[src/rtl/fp_dlfloat_pkg.sv]
// Shared DLFloat16 definitions: field widths, exception bit positions, operand
// classes and the stage-1 pipeline record used by the float-to-int converter.
package fp_dlfloat_pkg;

  localparam int EXP_W = 6;
  localparam int MAN_W = 9;
  localparam int BIAS  = 31;
  localparam int INT_W = 32;
  localparam int EXC_W = 5;

  localparam int EXC_NV = 4;
  localparam int EXC_OF = 3;
  localparam int EXC_FL = 2;
  localparam int EXC_NX = 1;

  localparam logic [EXP_W-1:0] EXP_MAX   = '1;
  localparam logic [MAN_W-1:0] MAN_MAX   = '1;
  localparam logic [INT_W-1:0] INT32_MAX = 32'h7FFF_FFFF;
  localparam logic [INT_W-1:0] INT32_MIN = 32'h8000_0000;

  typedef enum logic [2:0] {
    CLS_ZERO,
    CLS_SPECIAL,
    CLS_TINY,
    CLS_OVF,
    CLS_NORM
  } f2i_class_e;

  typedef struct packed {
    logic             sign;
    logic [EXP_W-1:0] exp;
    logic [MAN_W-1:0] mant;
  } dlf16_t;

  typedef struct packed {
    f2i_class_e     cls;
    logic           sign;
    logic           shl;    // 1: shift significand left, 0: shift right
    logic [4:0]     shamt;
    logic [MAN_W:0] sig;    // {hidden 1, mantissa}
    logic           flush;
  } f2i_s1_t;

endpackage

[src/rtl/fp_f2i_shift_round.sv]
// Stage-2 datapath: aligns the significand, derives guard/sticky, rounds, applies
// sign and saturation. Round-to-nearest-even is enabled by FP_F2I_RNE_EN.
module fp_f2i_shift_round
  import fp_dlfloat_pkg::*;
(
  input  f2i_s1_t           s1_i,
  output logic [INT_W-1:0]  res_o,
  output logic [EXC_W-1:0]  exc_o
);

  logic [19:0]      ext;
  logic             guard;
  logic             sticky;
  logic [INT_W-1:0] mag;
  logic [INT_W-1:0] mag_r;
  logic [INT_W-1:0] mag_s;

  // TINY operands arrive with shamt 10/11 so the right-shift path yields
  // magnitude 0 with the correct guard/sticky for the e == -1 rounding case.
  always_comb begin
    ext    = {s1_i.sig, 10'b0} >> s1_i.shamt;
    guard  = ext[9];
    sticky = |ext[8:0];
    mag    = s1_i.shl ? (INT_W'(s1_i.sig) << s1_i.shamt) : INT_W'(ext[19:10]);
`ifdef FP_F2I_RNE_EN
    mag_r  = mag + INT_W'(!s1_i.shl && guard && (sticky || mag[0]));
`else
    mag_r  = mag;
`endif
    mag_s  = s1_i.sign ? -mag_r : mag_r;
  end

  always_comb begin
    // NOTE: every output gets a default first so no path through the case infers a latch.
    res_o = '0;
    exc_o = '0;
    case (s1_i.cls)
      CLS_ZERO: exc_o[EXC_FL] = s1_i.flush;
      CLS_SPECIAL: begin
        res_o         = INT32_MAX;
        exc_o[EXC_NV] = 1'b1;
      end
      CLS_OVF: begin
        res_o         = s1_i.sign ? INT32_MIN : INT32_MAX;
        exc_o[EXC_OF] = 1'b1;
      end
      default: begin
        res_o         = mag_s;
        exc_o[EXC_NX] = !s1_i.shl && (guard || sticky);
`ifdef FP_F2I_RNE_EN
        if (!s1_i.sign && mag_r[INT_W-1]) begin
          res_o         = INT32_MAX;
          exc_o[EXC_OF] = 1'b1;
          exc_o[EXC_NX] = 1'b0;
        end
`endif
      end
    endcase
  end

endmodule

[src/rtl/fp_float2int.sv]
// DLFloat16 to int32 converter, 2-stage valid/ready pipeline (decode, then
// shift/round/saturate). Optional round-to-nearest-even via FP_F2I_RNE_EN.
module fp_float2int
  import fp_dlfloat_pkg::*;
(
  input  logic              clk,
  input  logic              rst_n,
  input  logic              in_valid,
  output logic              in_ready,
  input  logic [15:0]       in_float,
  output logic              out_valid,
  input  logic              out_ready,
  output logic [INT_W-1:0]  out_int,
  output logic [EXC_W-1:0]  exceptions
);

  dlf16_t            op;
  logic signed [6:0] e_s;
  f2i_s1_t           s1_d, s1_q;
  logic              s1_valid_d, s1_valid_q;
  logic              init_q;
  logic              out_valid_q;
  logic [INT_W-1:0]  out_int_q, res;
  logic [EXC_W-1:0]  exc_q, exc;
  logic              out_free, s1_advance, in_fire;

  assign op  = dlf16_t'(in_float);
  assign e_s = $signed({1'b0, op.exp} - 7'(BIAS));

  always_comb begin
    s1_d       = '0;
    s1_d.sign  = op.sign;
    s1_d.sig   = {1'b1, op.mant};
    if (op.exp == '0) begin
      s1_d.cls   = CLS_ZERO;
      s1_d.flush = |op.mant;
    end else if (op.exp == EXP_MAX && op.mant == MAN_MAX) begin
      s1_d.cls = CLS_SPECIAL;
    end else if (e_s < 0) begin
      s1_d.cls   = CLS_TINY;
      s1_d.shamt = (e_s == -7'sd1) ? 5'd10 : 5'd11;
    end else if (e_s >= 7'sd32 || (e_s == 7'sd31 && !(op.sign && op.mant == '0))) begin
      s1_d.cls = CLS_OVF;
    end else begin
      s1_d.cls = CLS_NORM;
      if (e_s >= 7'sd9) begin
        s1_d.shl   = 1'b1;
        s1_d.shamt = e_s[4:0] - 5'd9;
      end else begin
        s1_d.shamt = 5'd9 - e_s[4:0];
      end
    end
  end

  assign out_free   = !out_valid_q || out_ready;
  assign s1_advance = s1_valid_q && out_free;
  assign in_ready   = init_q && (!s1_valid_q || s1_advance);
  assign in_fire    = in_valid && in_ready;
  assign s1_valid_d = in_fire || (s1_valid_q && !s1_advance);

  fp_f2i_shift_round u_shift_round (
    .s1_i  (s1_q),
    .res_o (res),
    .exc_o (exc)
  );

  // NOTE: data registers are reset too, because the result and flags must read 0 after reset.
  always_ff @(posedge clk or negedge rst_n) begin
    if (!rst_n) begin
      init_q      <= 1'b0;
      s1_valid_q  <= 1'b0;
      s1_q        <= '0;
      out_valid_q <= 1'b0;
      out_int_q   <= '0;
      exc_q       <= '0;
    end else begin
      // NOTE: non-blocking assignments so every register samples pre-edge values.
      init_q     <= 1'b1;
      s1_valid_q <= s1_valid_d;
      if (in_fire) s1_q <= s1_d;
      if (out_free) begin
        out_valid_q <= s1_valid_q;
        if (s1_valid_q) begin
          out_int_q <= res;
          exc_q     <= exc;
        end
      end
    end
  end

  assign out_valid  = out_valid_q;
  assign out_int    = out_int_q;
  assign exceptions = exc_q;

endmodule

[config.mk]
export PLATFORM = sky130hd
export DESIGN_NAME = fp_float2int
export DESIGN_NICKNAME = d
export VERILOG_FILES = /design/src/rtl/fp_dlfloat_pkg.sv /design/src/rtl/fp_f2i_shift_round.sv /design/src/rtl/fp_float2int.sv
export SDC_FILE = /design/constraint.sdc
export NUM_CORES = 1
export LEC_CHECK = 0
export ABC_AREA = 1
export CAP_MARGIN = 20
export CORE_UTILIZATION = 64
export CTS_BUF_LIST = sky130_fd_sc_hd__clkbuf_2 sky130_fd_sc_hd__clkbuf_4 sky130_fd_sc_hd__clkbuf_8
export DETAILED_ROUTE_END_ITERATION = 12
export GPL_TIMING_DRIVEN = 0
export HOLD_SLACK_MARGIN = 0.06
export PLACE_DENSITY = 0.94
export SLEW_MARGIN = 0
export SYNTH_ARGS = -nofsm -noshare
export SYNTH_HDL_FRONTEND = slang
export SYNTH_SLANG_ARGS = --single-unit
[constraint.sdc]
create_clock -name clk -period 4.46 [get_ports clk]
set_input_delay 0.892 -clock clk [delete_from_list [all_inputs] [get_ports clk]]
set_output_delay 0.892 -clock clk [all_outputs]
set_load 0.005 [all_outputs]
==> results.cfg <==
[run_status]
status = finished clean

[final_layout]
final_util_pct = 79.1
post_route_cells_drive_above_1_share_pct = 13.1
synthToLayoutAreaGrowth_pct = 17.2
multiInputGateArea_sq_um = 3330
seq_area_sq_um = 1500
diodes = 0
final_nets = 923
nFillCells = 617

[clock_tree]
cts_tree = built
clock_path_buffers = 2
cts_root_buffer = clkbuf_8
cts_hold_buf = 0
cts_resized = 0
clkLatencyLatePin_ns = 0.35
clk_pin_slew_ns = 0.08
clock_sinks = 60
cts_made_buffers = 9
cts_setup_buffers = 0
htree_levels = 3

[logic_synthesis]
synth_most_common_cell = nand2_1
synth-seq-area-share_pct = 28.4
synth-xor-area-share_pct = 0.827
synth_fp_nets = 854
synthSimpleGateAreaFrac_pct = 48.7
ys.flop_type = dfrtp_1
synth_cells = 827
synthAdderAreaFrac_pct = 1.65
ys_ff_latch = 60
synth-compound-area-share_pct = 11.6
async_flop_share_pct = 100
ys_warn_count = 0
synth_top_area_share_pct = 28.4
synth_top_family_by_area = simple AND/OR/NAND/NOR gates
synth_area_leaders = dfrtp_1 (28%), nand2_1 (15%), nand3_1 (11%)
synthTopCellsByCount = nand2_1 (218), nand3_1 (117), nor2_1 (92), inv_1 (64), dfrtp_1 (60)
synth_edf_count = 0
synthMuxAreaShare_pct = 0
synth.distinct_cells = 41
synth.avg_cell_area_sq_um = 6.40
synthesis.area_sq_um = 5300
yosys.area.top_type = dfrtp_1

[routing]
viasPerCell = 6.16
wl_mm = 16.8
wl_per_cell_um = 16.7
num_vias = 6181
drt-initial-drc-count = 670
drt-pass1-iter-count = 6
drc = 0
ant_nets = 0

[grt]
grt_pass1_vias = 5767
grt_pass1_wl_mm = 27.4
grt_max_degree = 39
antenna_found_initial = 0
overflow = 0
track_usage_pct = 40.5

[sta]
worst_pin_slew_ns = 0.651
clock_skew_ns = 0.0152
min_period_over_period_pct = 70.5
fmax_ghz = 0.318
finalCriticalPeriod_ns = 3.14
slew-limit-headroom_pct = 56.3
hold_violations = 0
fin_tns_setup_ns = 0
grt_setup_unrepaired = false
setup_viol = 0
drv_slew = 0

[die]
fp-row-count = 32
ios = 59
start_util_pct = 67.5
die-area_sq_um = 8640
core_sq_um = 7850
fp.dieW_um = 93.0
die_height_um = 93.0

[power_and_ir_drop]
combPwrFrac_pct = 54.7
p_leak_nw = 3.15
p_seq_share_pct = 27.5
p_clk_share_pct = 17.8
power.density_nw_per_um2 = 464
vdd_drop_max_mv = 0.399
p_int_w = 0.00156
p_sw_w = 0.00132
p_sw_share_pct = 45.7

[critical_path]
reg2reg_slack_ns = 1.53
crit_slowest_cell = clkdlybuf4s50_1
worstPathRequired_ns = 4.71
crit_path_start = in_float[10]
critPathMostFrequentCell = nand2_1
r2r-start = s1_q[11]$_DFFE_PN0P_
crit_path_end = s1_q[14]$_DFFE_PN0P_
crit_family = buffers and inverters
cpPeakStageDelay_ns = 0.50
path_cells = clkdlybuf4s50_1, ha_1, xnor2_1, ha_1, nand2_1, a21oi_1, o21ai_0, nand2_1, inv_1, nand2_1, nand2_1, nand2_1, nand3_1, o221ai_1
worstSetupPathType = in2reg
reg2reg_to = out_int[18]$_DFFE_PN0P_
worst-path-max-fanout = 5
critical_path_depth = 14
critPathBufInv = 2
worstSetupEndpointType = register
r2r_cells = 18
crit_arrival_ns = 3.40
start_kind = input pin

[place]
place_congestion = 1.01
io_buffers = 57
dp_hpwl_mm = 13.0

[min_path]
hold_path.class = reg2reg

[flow_run]
maxCapViolCount = 0
## routing by layer
layer	global-route usage, %	up-vias	share of wire [%]
met3	6.49	76	10
met5	0	-	0
li1	-	2869	-
met2	63.1	403	44
met4	16.4	0	3.5
met1	56.0	2833	42
## through the flow
stage               std cells  worst slack (ns)  hold WS, ns  cell area, sq um  total power (W)
global placement          986             0.650        0.470              5990          0.00228
global route             1003              1.20        0.534              6210          0.00306
finish                   1003              1.32        0.510              6210          0.00288
floorplan                 827              1.96        0.453              5300          0.00177
detailed placement        987              1.05        0.477              6010          0.00233
CTS                      1003              1.41        0.507              6210          0.00284
## cells by family (layout without fill, tap and decap cells)
| group | after synthesis | in the layout |
|---|---|---|
| simple gates | 529 | 529 |
| compound gates | 113 | 113 |
| buf+inv | 111 | 185 |
| flops | 60 | 60 |
| fa+ha+maj | 7 | 7 |
| xor+xnor | 5 | 5 |
| other cells | 2 | 2 |
## final cells by class
| class | instances | share of cell area [%] |
|---|---|---|
| Multi-Input combinational cell | 656 | 53.7 |
| Tap cell | 102 | 2.06 |
| Buffer | 34 | 2.74 |
| Sequential cell | 60 | 24.2 |
| Inverter | 77 | 4.66 |
| Clock inverter | 7 | 1.21 |
| Timing Repair Buffer | 58 | 9.43 |
| Clock buffer | 9 | 2.00 |
## placed cells by master, fill, tap and decap left out, types with 5 or more instances in the layout
cell	netlist	layout
nand3_1	117	117
nor2_4	5	5
a21oi_1	49	49
o21ai_1	6	6
nand2_1	218	218
nand3b_1	7	7
buf_4	5	5
nand2_4	9	9
nand3_2	30	30
inv_2	11	11
dfrtp_1	60	60
ha_1	7	7
buf_2	13	14
nor2_1	92	92
clkdlybuf4s50_1	0	56
nand4_1	12	12
nor2_2	7	7
nor3_1	9	9
inv_1	64	64
o21ai_0	42	42
nand2_2	15	15
clkbuf_8	0	9
clkbuf_1	11	11
## power groups by stage
stage / combinational [W] / sequential, W / clock (W)
finish: 0.00158 / 0.000792 / 0.000512
global route: 0.00172 / 0.000804 / 0.000536
CTS: 0.00154 / 0.000790 / 0.000512
detailed placement: 0.00153 / 0.000797 / 0
global placement: 0.00149 / 0.000790 / 0
floorplan: 0.000980 / 0.000792 / 0
## worst min-delay path by stage
stage                               from                        end  slack [ns]  cells past startpoint
2_1_floorplan        s1_q[0]$_DFFE_PN0P_        s1_q[0]$_DFFE_PN0P_        0.45                      2
3_3_place_gp   exceptions[3]$_DFFE_PN0P_  exceptions[3]$_DFFE_PN0P_        0.47                      2
3_5_place_dp   exceptions[3]$_DFFE_PN0P_  exceptions[3]$_DFFE_PN0P_        0.48                      2
4_1_cts        exceptions[3]$_DFFE_PN0P_  exceptions[3]$_DFFE_PN0P_        0.51                      2
5_1_grt          out_int[31]$_DFFE_PN0P_    out_int[31]$_DFFE_PN0P_        0.53                      2
6_report       exceptions[2]$_DFFE_PN0P_  exceptions[2]$_DFFE_PN0P_        0.51                      2
## sequential cells by signal (all words and copies together), names as in the netlist
name / count
init_q: 1
s1_q: 21
out_int: 32
exceptions: 4
s1_valid_q: 1
out_valid: 1
## worst min-delay path, cell delays in order, from the launching register on
cell and delay, ns:
dfrtp_1 0.36, nand2_1 0.06, o21ai_0 0.06
No activity file was read; power rests on OpenSTA's default activity.
